[src/rtl/dds_sweep_ctrl_if.sv]
// Control/status bundle between the key/config logic and the DDS sweep controller.
// master = configuration/key side, slave = sweep controller.
interface dds_sweep_ctrl_if #(
    parameter int FW_W    = 32,
    parameter int DWELL_W = 24
);
    logic               start;
    logic               abort;
    logic [1:0]         mode;
    logic [FW_W-1:0]    f_start;
    logic [FW_W-1:0]    f_stop;
    logic [FW_W-1:0]    f_step;
    logic [DWELL_W-1:0] dwell;
    logic [3:0]         wave_key;

    logic [FW_W-1:0]    freq_word;
    logic               word_upd;
    logic [3:0]         wave_sel;
    logic               busy;
    logic               done;
    logic               cfg_err;

    modport master (
        output start, abort, mode, f_start, f_stop, f_step, dwell, wave_key,
        input  freq_word, word_upd, wave_sel, busy, done, cfg_err
    );

    modport slave (
        input  start, abort, mode, f_start, f_stop, f_step, dwell, wave_key,
        output freq_word, word_upd, wave_sel, busy, done, cfg_err
    );
endinterface

[src/rtl/dds_sweep_ctrl.sv]
// Linear frequency-sweep sequencer for the DDS phase accumulator, plus the
// one-hot waveform select register fed by debounced key pulses.
module dds_sweep_ctrl #(
    parameter int FW_W    = 32,
    parameter int DWELL_W = 24
) (
    input  logic             sys_clk,
    input  logic             sys_rst,
    dds_sweep_ctrl_if.slave  bus
);

    typedef enum logic [1:0] {
        S_IDLE,
        S_DWELL,
        S_STEP
    } state_e;

    typedef enum logic [1:0] {
        M_SINGLE = 2'b00,
        M_ROUND  = 2'b01,
        M_TRI    = 2'b10,
        M_SAW    = 2'b11
    } mode_e;

    state_e             state;
    mode_e              mode_q;
    logic [FW_W-1:0]    f_start_q;
    logic [FW_W-1:0]    f_stop_q;
    logic [FW_W-1:0]    f_step_q;
    logic [DWELL_W-1:0] dwell_q;
    logic [DWELL_W-1:0] cnt_q;
    logic               dir_up;
    // second_leg=0: heading for f_stop; second_leg=1: heading back to f_start
    logic               second_leg;

    logic [FW_W-1:0]    freq_word_q;
    logic               word_upd_q;
    logic [3:0]         wave_sel_q;
    logic               busy_q;
    logic               done_q;
    logic               cfg_err_q;

    logic [DWELL_W-1:0] dwell_eff;
    logic [FW_W-1:0]    target;
    logic [FW_W-1:0]    rev_target;
    logic [FW_W-1:0]    fwd_word;
    logic [FW_W-1:0]    rev_word;
    logic               at_target;

    // One step toward tgt, evaluated one bit wider so it cannot wrap;
    // the result saturates exactly on tgt.
    function automatic logic [FW_W-1:0] step_toward(
        input logic [FW_W-1:0] cur,
        input logic [FW_W-1:0] step,
        input logic [FW_W-1:0] tgt,
        input logic            up
    );
        logic [FW_W:0] wide;
        if (up) begin
            wide = {1'b0, cur} + {1'b0, step};
            return (wide >= {1'b0, tgt}) ? tgt : wide[FW_W-1:0];
        end else begin
            wide = {1'b0, cur} - {1'b0, step};
            return (wide[FW_W] || (wide[FW_W-1:0] <= tgt)) ? tgt : wide[FW_W-1:0];
        end
    endfunction

    // NOTE: every signal written here gets a value on every path (defaults
    // first), so no latch is inferred.
    always_comb begin
        dwell_eff  = (bus.dwell == '0) ? DWELL_W'(1) : bus.dwell;
        target     = second_leg ? f_start_q : f_stop_q;
        rev_target = second_leg ? f_stop_q : f_start_q;
        at_target  = (freq_word_q == target);
        fwd_word   = step_toward(freq_word_q, f_step_q, target, dir_up);
        rev_word   = step_toward(freq_word_q, f_step_q, rev_target, ~dir_up);
    end

    // NOTE: sequential state uses non-blocking assignments only, so every
    // register sees the pre-edge value of every other register.
    always_ff @(posedge sys_clk or posedge sys_rst) begin
        if (sys_rst) begin
            state       <= S_IDLE;
            mode_q      <= M_SINGLE;
            f_start_q   <= '0;
            f_stop_q    <= '0;
            f_step_q    <= '0;
            dwell_q     <= DWELL_W'(1);
            cnt_q       <= '0;
            dir_up      <= 1'b1;
            second_leg  <= 1'b0;
            freq_word_q <= '0;
            word_upd_q  <= 1'b0;
            wave_sel_q  <= 4'b0001;
            busy_q      <= 1'b0;
            done_q      <= 1'b0;
            cfg_err_q   <= 1'b0;
        end else begin
            word_upd_q <= 1'b0;
            done_q     <= 1'b0;
            cfg_err_q  <= 1'b0;

            // Isolate the lowest set key bit: key 0 has the highest priority.
            if (bus.wave_key != 4'b0000)
                wave_sel_q <= bus.wave_key & (~bus.wave_key + 4'd1);

            if (state != S_IDLE && bus.abort) begin
                state  <= S_IDLE;
                busy_q <= 1'b0;
            end else begin
                case (state)
                    S_IDLE: begin
                        if (bus.start && !bus.abort) begin
                            if (bus.f_step == '0) begin
                                cfg_err_q <= 1'b1;
                            end else begin
                                mode_q      <= mode_e'(bus.mode);
                                f_start_q   <= bus.f_start;
                                f_stop_q    <= bus.f_stop;
                                f_step_q    <= bus.f_step;
                                dwell_q     <= dwell_eff;
                                cnt_q       <= dwell_eff - DWELL_W'(1);
                                dir_up      <= (bus.f_stop >= bus.f_start);
                                second_leg  <= 1'b0;
                                freq_word_q <= bus.f_start;
                                word_upd_q  <= 1'b1;
                                busy_q      <= 1'b1;
                                state       <= S_DWELL;
                            end
                        end
                    end

                    S_DWELL: begin
                        if (cnt_q == '0)
                            state <= S_STEP;
                        else
                            cnt_q <= cnt_q - DWELL_W'(1);
                    end

                    S_STEP: begin
                        state <= S_DWELL;
                        cnt_q <= dwell_q - DWELL_W'(1);
                        if (!at_target) begin
                            freq_word_q <= fwd_word;
                            word_upd_q  <= 1'b1;
                        end else begin
                            case (mode_q)
                                M_SINGLE: begin
                                    state  <= S_IDLE;
                                    busy_q <= 1'b0;
                                    done_q <= 1'b1;
                                end
                                M_ROUND: begin
                                    // Degenerate trip (start==stop) ends after the first leg.
                                    if (second_leg || freq_word_q == f_start_q) begin
                                        state  <= S_IDLE;
                                        busy_q <= 1'b0;
                                        done_q <= 1'b1;
                                    end else begin
                                        second_leg  <= 1'b1;
                                        dir_up      <= ~dir_up;
                                        freq_word_q <= rev_word;
                                        word_upd_q  <= (rev_word != freq_word_q);
                                    end
                                end
                                M_TRI: begin
                                    second_leg  <= ~second_leg;
                                    dir_up      <= ~dir_up;
                                    freq_word_q <= rev_word;
                                    word_upd_q  <= (rev_word != freq_word_q);
                                end
                                M_SAW: begin
                                    freq_word_q <= f_start_q;
                                    word_upd_q  <= (f_start_q != freq_word_q);
                                end
                                default: begin
                                    state  <= S_IDLE;
                                    busy_q <= 1'b0;
                                end
                            endcase
                        end
                    end

                    default: begin
                        state  <= S_IDLE;
                        busy_q <= 1'b0;
                    end
                endcase
            end
        end
    end

    assign bus.freq_word = freq_word_q;
    assign bus.word_upd  = word_upd_q;
    assign bus.wave_sel  = wave_sel_q;
    assign bus.busy      = busy_q;
    assign bus.done      = done_q;
    assign bus.cfg_err   = cfg_err_q;

endmodule

[src/flat_wrapper.sv]
// flat-port wrapper written by rule: the top's interface ports become plain ports
module dds_sweep_ctrl_flat 
#(
    parameter int FW_W    = 32,
    parameter int DWELL_W = 24
)
  (sys_clk, sys_rst, bus_start, bus_abort, bus_mode, bus_f_start, bus_f_stop, bus_f_step, bus_dwell, bus_wave_key, bus_freq_word, bus_word_upd, bus_wave_sel, bus_busy, bus_done, bus_cfg_err);
  dds_sweep_ctrl_if #(.FW_W(FW_W), .DWELL_W(DWELL_W)) bus_i ();
  input  logic sys_clk;
  input  logic sys_rst;
  input wire logic [$bits(bus_i.start)-1:0] bus_start;
  input wire logic [$bits(bus_i.abort)-1:0] bus_abort;
  input wire logic [$bits(bus_i.mode)-1:0] bus_mode;
  input wire logic [$bits(bus_i.f_start)-1:0] bus_f_start;
  input wire logic [$bits(bus_i.f_stop)-1:0] bus_f_stop;
  input wire logic [$bits(bus_i.f_step)-1:0] bus_f_step;
  input wire logic [$bits(bus_i.dwell)-1:0] bus_dwell;
  input wire logic [$bits(bus_i.wave_key)-1:0] bus_wave_key;
  output wire logic [$bits(bus_i.freq_word)-1:0] bus_freq_word;
  output wire logic [$bits(bus_i.word_upd)-1:0] bus_word_upd;
  output wire logic [$bits(bus_i.wave_sel)-1:0] bus_wave_sel;
  output wire logic [$bits(bus_i.busy)-1:0] bus_busy;
  output wire logic [$bits(bus_i.done)-1:0] bus_done;
  output wire logic [$bits(bus_i.cfg_err)-1:0] bus_cfg_err;
  assign bus_i.start = bus_start;
  assign bus_i.abort = bus_abort;
  assign bus_i.mode = bus_mode;
  assign bus_i.f_start = bus_f_start;
  assign bus_i.f_stop = bus_f_stop;
  assign bus_i.f_step = bus_f_step;
  assign bus_i.dwell = bus_dwell;
  assign bus_i.wave_key = bus_wave_key;
  assign bus_freq_word = bus_i.freq_word;
  assign bus_word_upd = bus_i.word_upd;
  assign bus_wave_sel = bus_i.wave_sel;
  assign bus_busy = bus_i.busy;
  assign bus_done = bus_i.done;
  assign bus_cfg_err = bus_i.cfg_err;
  dds_sweep_ctrl #(.FW_W(FW_W), .DWELL_W(DWELL_W)) u_core (.sys_clk(sys_clk), .sys_rst(sys_rst), .bus(bus_i));
endmodule
[config.mk]
export PLATFORM = sky130hd
export DESIGN_NAME = dds_sweep_ctrl_flat
export DESIGN_NICKNAME = d
export VERILOG_FILES = /design/src/rtl/dds_sweep_ctrl_if.sv /design/src/rtl/dds_sweep_ctrl.sv /design/src/flat_wrapper.sv
export SDC_FILE = /design/constraint.sdc
export NUM_CORES = 1
export LEC_CHECK = 0
export BUFFER_PORTS_ARGS = -buffer_cell sky130_fd_sc_hd__buf_2
export CAP_MARGIN = 40
export CORE_MARGIN = 5
export CORE_UTILIZATION = 60
export DETAILED_ROUTE_END_ITERATION = 12
export PLACE_DENSITY_LB_ADDON = 0.1
export SLEW_MARGIN = 5
export SYNTH_ARGS = -nofsm -noshare
export SYNTH_HDL_FRONTEND = slang
export SYNTH_SLANG_ARGS = --single-unit
[constraint.sdc]
create_clock -name sys_clk -period 7.5 [get_ports sys_clk]
set_clock_uncertainty 0.15 [all_clocks]
set_input_delay 1.5 -clock sys_clk [delete_from_list [all_inputs] [get_ports sys_clk]]
set_output_delay 1.5 -clock sys_clk [all_outputs]
set_load 0.01 [all_outputs]
==> results of run 1 <==
==> cell type report <==
type                            instances  share of cell area, %
Clock buffer                           17                   1.88
Clock inverter                         15                  0.851
Inverter                              150                   2.52
Multi-Input combinational cell       1989                   64.0
Sequential cell                       190                   21.0
Tap cell                              448                   2.48
Timing Repair Buffer                  263                   7.26
==> cells in the final DEF, fill, tap and decap left out, types with 9 or more instances in the layout <==
| cell | netlist | routed |
|---|---|---|
| a211o_1 | 15 | 15 |
| a211oi_1 | 54 | 53 |
| a21o_1 | 37 | 37 |
| a21oi_1 | 171 | 170 |
| a221oi_1 | 15 | 15 |
| a22oi_1 | 27 | 27 |
| a31oi_1 | 17 | 16 |
| and2_1 | 9 | 9 |
| and3_1 | 13 | 13 |
| buf_2 | 27 | 169 |
| buf_4 | 3 | 84 |
| clkbuf_16 | 0 | 17 |
| dfrtp_1 | 187 | 186 |
| ha_1 | 229 | 228 |
| inv_1 | 149 | 148 |
| mux2_2 | 103 | 103 |
| mux2i_1 | 107 | 107 |
| nand2_1 | 228 | 227 |
| nand2b_1 | 23 | 23 |
| nand3_1 | 32 | 32 |
| nand4_1 | 50 | 50 |
| nor2_1 | 183 | 182 |
| nor2b_1 | 25 | 25 |
| nor3_1 | 46 | 44 |
| nor4_1 | 39 | 39 |
| o211ai_1 | 36 | 36 |
| o21a_1 | 19 | 19 |
| o21ai_0 | 150 | 150 |
| o21ai_1 | 15 | 14 |
| o21bai_1 | 15 | 14 |
| o31ai_1 | 16 | 16 |
| or2_2 | 10 | 10 |
| xnor2_1 | 143 | 143 |
| xor2_1 | 29 | 29 |
==> critical path: cells and delay by family, from the launching register on <==
kind | cells | cell delay [ps]
AND/OR/NAND/NOR | 8 | 1990
buffers and inverters | 3 | 340
flip-flops | 1 | 460
AO/OA/AOI/OAI | 11 | 2790
XOR/XNOR | 2 | 420
adder cells (fa/ha/maj) | 3 | 970
==> worst max path at each step <==
stage	cells after the start	slack, ps	to
2_1_floorplan	1	680	u_core.bus.busy
3_3_place_gp	25	330	u_core.bus.word_upd
3_5_place_dp	27	150	u_core.bus.word_upd
4_1_cts	27	120	u_core.bus.word_upd
5_1_grt	26	9	u_core.bus.word_upd
6_report	27	240	u_core.bus.word_upd
==> flip-flops by register name, summed over array words and instances, names as in the netlist <==
name                  flops
u_core.dwell_q           24
u_core.dir_up             1
u_core.bus.cfg_err        1
u_core.bus.word_upd       1
u_core.bus.busy           1
u_core.cnt_q             24
u_core.f_start_q         32
u_core.f_step_q          32
u_core.bus.done           1
u_core.second_leg         1
u_core.bus.freq_word     32
u_core.mode_q             2
u_core.bus.wave_sel       4
u_core.state              2
u_core.f_stop_q          32
==> cells by family (layout without fill, tap and decap cells) <==
| family | after synthesis | after routing |
|---|---|---|
| mux | 210 | 210 |
| flops | 190 | 190 |
| buf+inv | 289 | 445 |
| fa+ha+maj | 231 | 231 |
| xor+xnor | 172 | 172 |
| compound gates | 679 | 679 |
| simple gates | 697 | 697 |
==> per-stage QoR <==
stage | hold slack (ps) | std cells
3_5_place_dp | 333 | 3039
2_1_floorplan | 308 | 2468
4_1_cts | 345 | 3071
5_1_grt | 366 | 3072
6_report | 348 | 3072
3_3_place_gp | 317 | 3036
==> synthesized netlist by cell type, drive strengths merged, types with 56 or more instances <==
| master | number | share of area, % |
|---|---|---|
| ha | 229 | 14 |
| nand2 | 228 | 4.2 |
| dfrtp | 187 | 23 |
| nor2 | 183 | 3.4 |
| a21oi | 172 | 4.3 |
| o21ai | 166 | 4.1 |
| inv | 150 | 2.8 |
| xnor2 | 143 | 6.2 |
| mux2i | 107 | 5.3 |
| mux2 | 103 | 5.7 |
| clkbuf | 91 | 1.7 |
| a211oi | 56 | 2.1 |
==> metal layers <==
metal | vias up | global-route usage [%] | share of wire [%]
li1 | 9239 | - | -
met3 | 192 | 15.1 | 15
met1 | 9968 | 59.9 | 42
met5 | - | 0 | 0.014
met2 | 1459 | 55.0 | 39
met4 | 2 | 13.5 | 3.8
==> what timing repair did <==
item	CTS	global route
setup buffers	0	0
endpoints found under the hold margin	0	0
resized for setup	0	4
setup endpoints to repair	0	1
==> qor.csv, run 1 <==
metric;value;unit
status;finished, final reports clean;
grt_max_degree;157;
clock_path_buffers;2;
io_buffer_count;169;
areaGrowthSynthToFinish;11.4;%
drtIter0Drc;2738;
ys_types;89;
drive_gt1_share;17.3;%
hold_viol;0;
multi_input_area;14500;µm²
hold_path.class;reg2reg;
nFillCells;2765;
synth_compound_area_share;21.9;%
rows;67;
worstHoldEndpoint;u_core.dwell_q[0];
synthXorXnorAreaFrac;7.41;%
synthCells;2468;
grt_pass1_wl;119000;µm
clk_latency;470;ps
regToRegEndpoint;u_core.bus.word_upd;
start_util;60.6;%
setup_viol;0;
grt_pass1_vias;19600;
wire_per_inst;26.0;µm
period_share;96.8;%
drc_errors;0;
regArea;4770;µm²
root_buffer;clkbuf_16;
cap_viol_max_count;0;
crit_start;u_core.bus.freq_word[0];
critPathMaxFanout;6;
ant_nets;0;
cts_tree;built;
dieArea;37700;µm²
via_count;20900;
regToRegStartpoint;u_core.bus.freq_word[0];
worst_path_most_repeated_cell;inv_1;
final_nets;2972;
cts_hold_buf;0;
numCtsBuffers;17;
via_per_inst;6.79;
syn_nets;2829;
wirelength;79900;µm
dominantRegCellSynth;dfrtp_1;
num_io_pins;170;
slew_headroom;32.9;%
synthSimpleGateAreaFrac;16.3;%
place.gp.congestion;1.07;
grt.overflow.total;0;
synth_edf_count;0;
fin_tns_setup;0;ps
rsz0062_at_grt;false;
fmax;0.138;GHz
synth_top_family_by_area;compound AO/OA/AOI/OAI gates;
critPathMaxStageDelay;460;ps
hold_depth;2;
ys_seq_area_share;23.4;%
finalCriticalPeriod;7260;ps
clkTransAtPathRegs;90;ps
async_reset_ff_share;100;%
fp.dieW;194;µm
required;7700;ps
cp_slowest_cell;dfrtp_1;
final_max_slew_viol_count;0;
synthesis.area;20300;µm²
min_from;u_core.dwell_q[0];
final_cell_area;22600;µm²
die_h;194;µm
synth-adder-area-share;14.3;%
fin_ws;239;ps
synth-seq-cells;190;
startpoint_type;flip-flop;
antenna_cells;0;
dp_slack;145;ps
cp.arrival;7460;ps
fin_util;67.5;%
synth.area.mux_share;11.0;%
grt_usage;40.8;%
syn_avg_cell_area;8.24;µm²
cp-end-kind;flip-flop;
dpl_cell_area;22000;µm²
hpwlAfterDp;62100;µm
yosys_warnings;0;
cts.htree.levels;4;
path_class;reg2reg;
worst_pin_slew;999;ps
r2r_cells;27;
rrSetupSlack;240;ps
core;33500;µm²
firstDrtPassIters;9;
antenna_found_initial;1;
clock-sinks;190;
Power of run 1 is not shown: default switching activity piles up to over one toggle a cycle in this logic, so the estimate is an artifact.
==> inputs of run 2 (changes only) <==
- CORE_UTILIZATION: 60 -> 45
==> run 2 against run 1 <==
- sequential share of layout area fell by 0.23 points
- final cell count rose by 5.0%
- die area rose by 32%
- critical path type unchanged
- register-to-register slack improved by 70 ps
- worst hold slack got worse by 17 ps
- worst setup slack improved by 68 ps
==> qor.csv, run 2 (synthesis gave the netlist of run 1 again) <==
metric;value;unit;change
status;finished, final reports clean;;
critPathMaxFanout;24;;+18
drc_errors;0;;unchanged
cp-end-kind;flip-flop;;
antenna_found_initial;2;;+1
required;7720;ps;+20 ps
clk_latency;510;ps;+40 ps
clock_path_buffers;2;;unchanged
nFillCells;4342;;+57%
place.gp.congestion;1.08;;+0.90%
cp_slowest_cell;a221oi_1;;
core;44400;µm²;+32%
via_count;20000;;-3.9%
cts_tree;built;;
areaGrowthSynthToFinish;12.6;%;
regToRegEndpoint;u_core.bus.freq_word[12];;
rows;77;;+15%
rsz0062_at_grt;false;;
fmax;0.139;GHz;+0.94%
root_buffer;clkbuf_16;;
r2r_cells;25;;-7.4%
worst_path_most_repeated_cell;buf_4;;
io_buffer_count;169;;unchanged
crit_start;u_core.bus.freq_word[0];;
regToRegStartpoint;u_core.bus.freq_word[0];;
worstSetupEndpoint;u_core.bus.freq_word[12];;
final_nets;2981;;+0.30%
die_h;223;µm;+15%
cap_viol_max_count;0;;unchanged
num_io_pins;170;;unchanged
startpoint_type;flip-flop;;
clkTransAtPathRegs;80;ps;about the same
wirelength;80100;µm;+0.24%
fin_tns_setup;0;ps;unchanged
setup_viol;0;;unchanged
hpwlAfterDp;63400;µm;+2.2%
final_max_slew_viol_count;0;;unchanged
critPathMaxStageDelay;560;ps;+100 ps
finalCriticalPeriod;7190;ps;-67.6 ps
grt_pass1_wl;119000;µm;+0.28%
path_class;reg2reg;;
grt_pass1_vias;19100;;-2.6%
mostFrequentLayoutCell;ha_1;;
wire_per_inst;24.8;µm;-4.5%
layout_common_cells;ha_1 (228), nand2_1 (227), dfrtp_1 (186);;
fp.dieW;223;µm;+15%
via_per_inst;6.21;;-8.5%
worst_pin_slew;959;ps;-39.6 ps
hold_path.class;reg2reg;;
grt_max_degree;157;;unchanged
drive_gt1_share;17.7;%;+0.40 points
numCtsBuffers;17;;unchanged
dieArea;49500;µm²;+32%
grt_usage;31.3;%;-9.5 points
cp.arrival;7410;ps;-50 ps
cts.htree.levels;4;;unchanged
grt.overflow.total;0;;unchanged
clock-sinks;190;;unchanged
ant_nets;0;;unchanged
slew_headroom;34.2;%;+1.3 points
period_share;95.9;%;-0.90 points
drtIter0Drc;2310;;-16%
rrSetupSlack;310;ps;+70 ps
hold_viol;0;;unchanged
firstDrtPassIters;6;;-3
start_util;45.8;%;-15 points
run 2: cell count changes in the layout (fill, tap and decap cells not counted), moves of 2 or more:
cell and change:
buf_4 +10, clkinv_8 -2, inv_6 -2, inv_8 +4
run 2: layout make-up:
type | instances | area, µm² | share of cell area, %
Multi-Input combinational cell | 1989 | 14500 | 63.4
Sequential cell | 190 | 4770 | 20.8
Clock buffer | 18 | 429 | 1.87
Timing Repair Buffer | 272 | 1720 | 7.53
Tap cell | 592 | 741 | 3.24
Clock inverter | 14 | 148 | 0.645
Antenna cell | 1 | 2.50 | 0.0109
Inverter | 150 | 571 | 2.49
run 2: metal layers:
metal  share of wire (%)  vias up  global-route usage (%)
met5                   0        -                       0
met4                 3.2        0                    10.1
met3                  11      122                    8.20
met2                  42      988                    45.3
met1                  44     9666                    45.4
li1                    -     9266                       -
run 2: worst min path at each step:
stage | cells past startpoint | end | slack, ps | start
6_report | 2 | u_core.dwell_q[0] | 330 | u_core.dwell_q[0]
3_3_place_gp | 2 | u_core.dwell_q[0] | 320 | u_core.dwell_q[0]
2_1_floorplan | 2 | u_core.dwell_q[0] | 310 | u_core.dwell_q[0]
3_5_place_dp | 2 | u_core.dwell_q[0] | 320 | u_core.dwell_q[0]
4_1_cts | 2 | u_core.dwell_q[0] | 330 | u_core.dwell_q[0]
5_1_grt | 2 | u_core.dwell_q[0] | 350 | u_core.dwell_q[0]
run 2: what timing repair did:
action,CTS,global route
endpoints found under the setup margin,0,7
setup buffers,0,7
gates resized for setup,0,8
hold buffers,0,0
run 2: metrics by stage:
| stage | utilization, % | instances | setup WS, ps | hold WS (ps) | area, µm² |
|---|---|---|---|---|---|
| final | 51.6 | 3226 | 307 | 332 | 22900 |
| after detailed placement | 50.0 | 3186 | 238 | 322 | 22200 |
| after global placement | 49.9 | 3183 | 269 | 315 | 22200 |
| after floorplan | - | 2468 | 684 | 308 | 20300 |
| after CTS | 51.3 | 3218 | 178 | 334 | 22800 |
| after global routing | 51.5 | 3225 | 19.5 | 351 | 22900 |
run 2: critical path: cells and delay by family (launching register included):
| family | cells | cell delay (ps) |
|---|---|---|
| AND/OR/NAND/NOR | 2 | 580 |
| AO/OA/AOI/OAI | 15 | 3640 |
| XOR/XNOR | 1 | 410 |
| adder cells (fa/ha/maj) | 3 | 990 |
| flip-flops | 1 | 380 |
| buffers and inverters | 4 | 890 |
Power of run 2 is left out for the same reason.
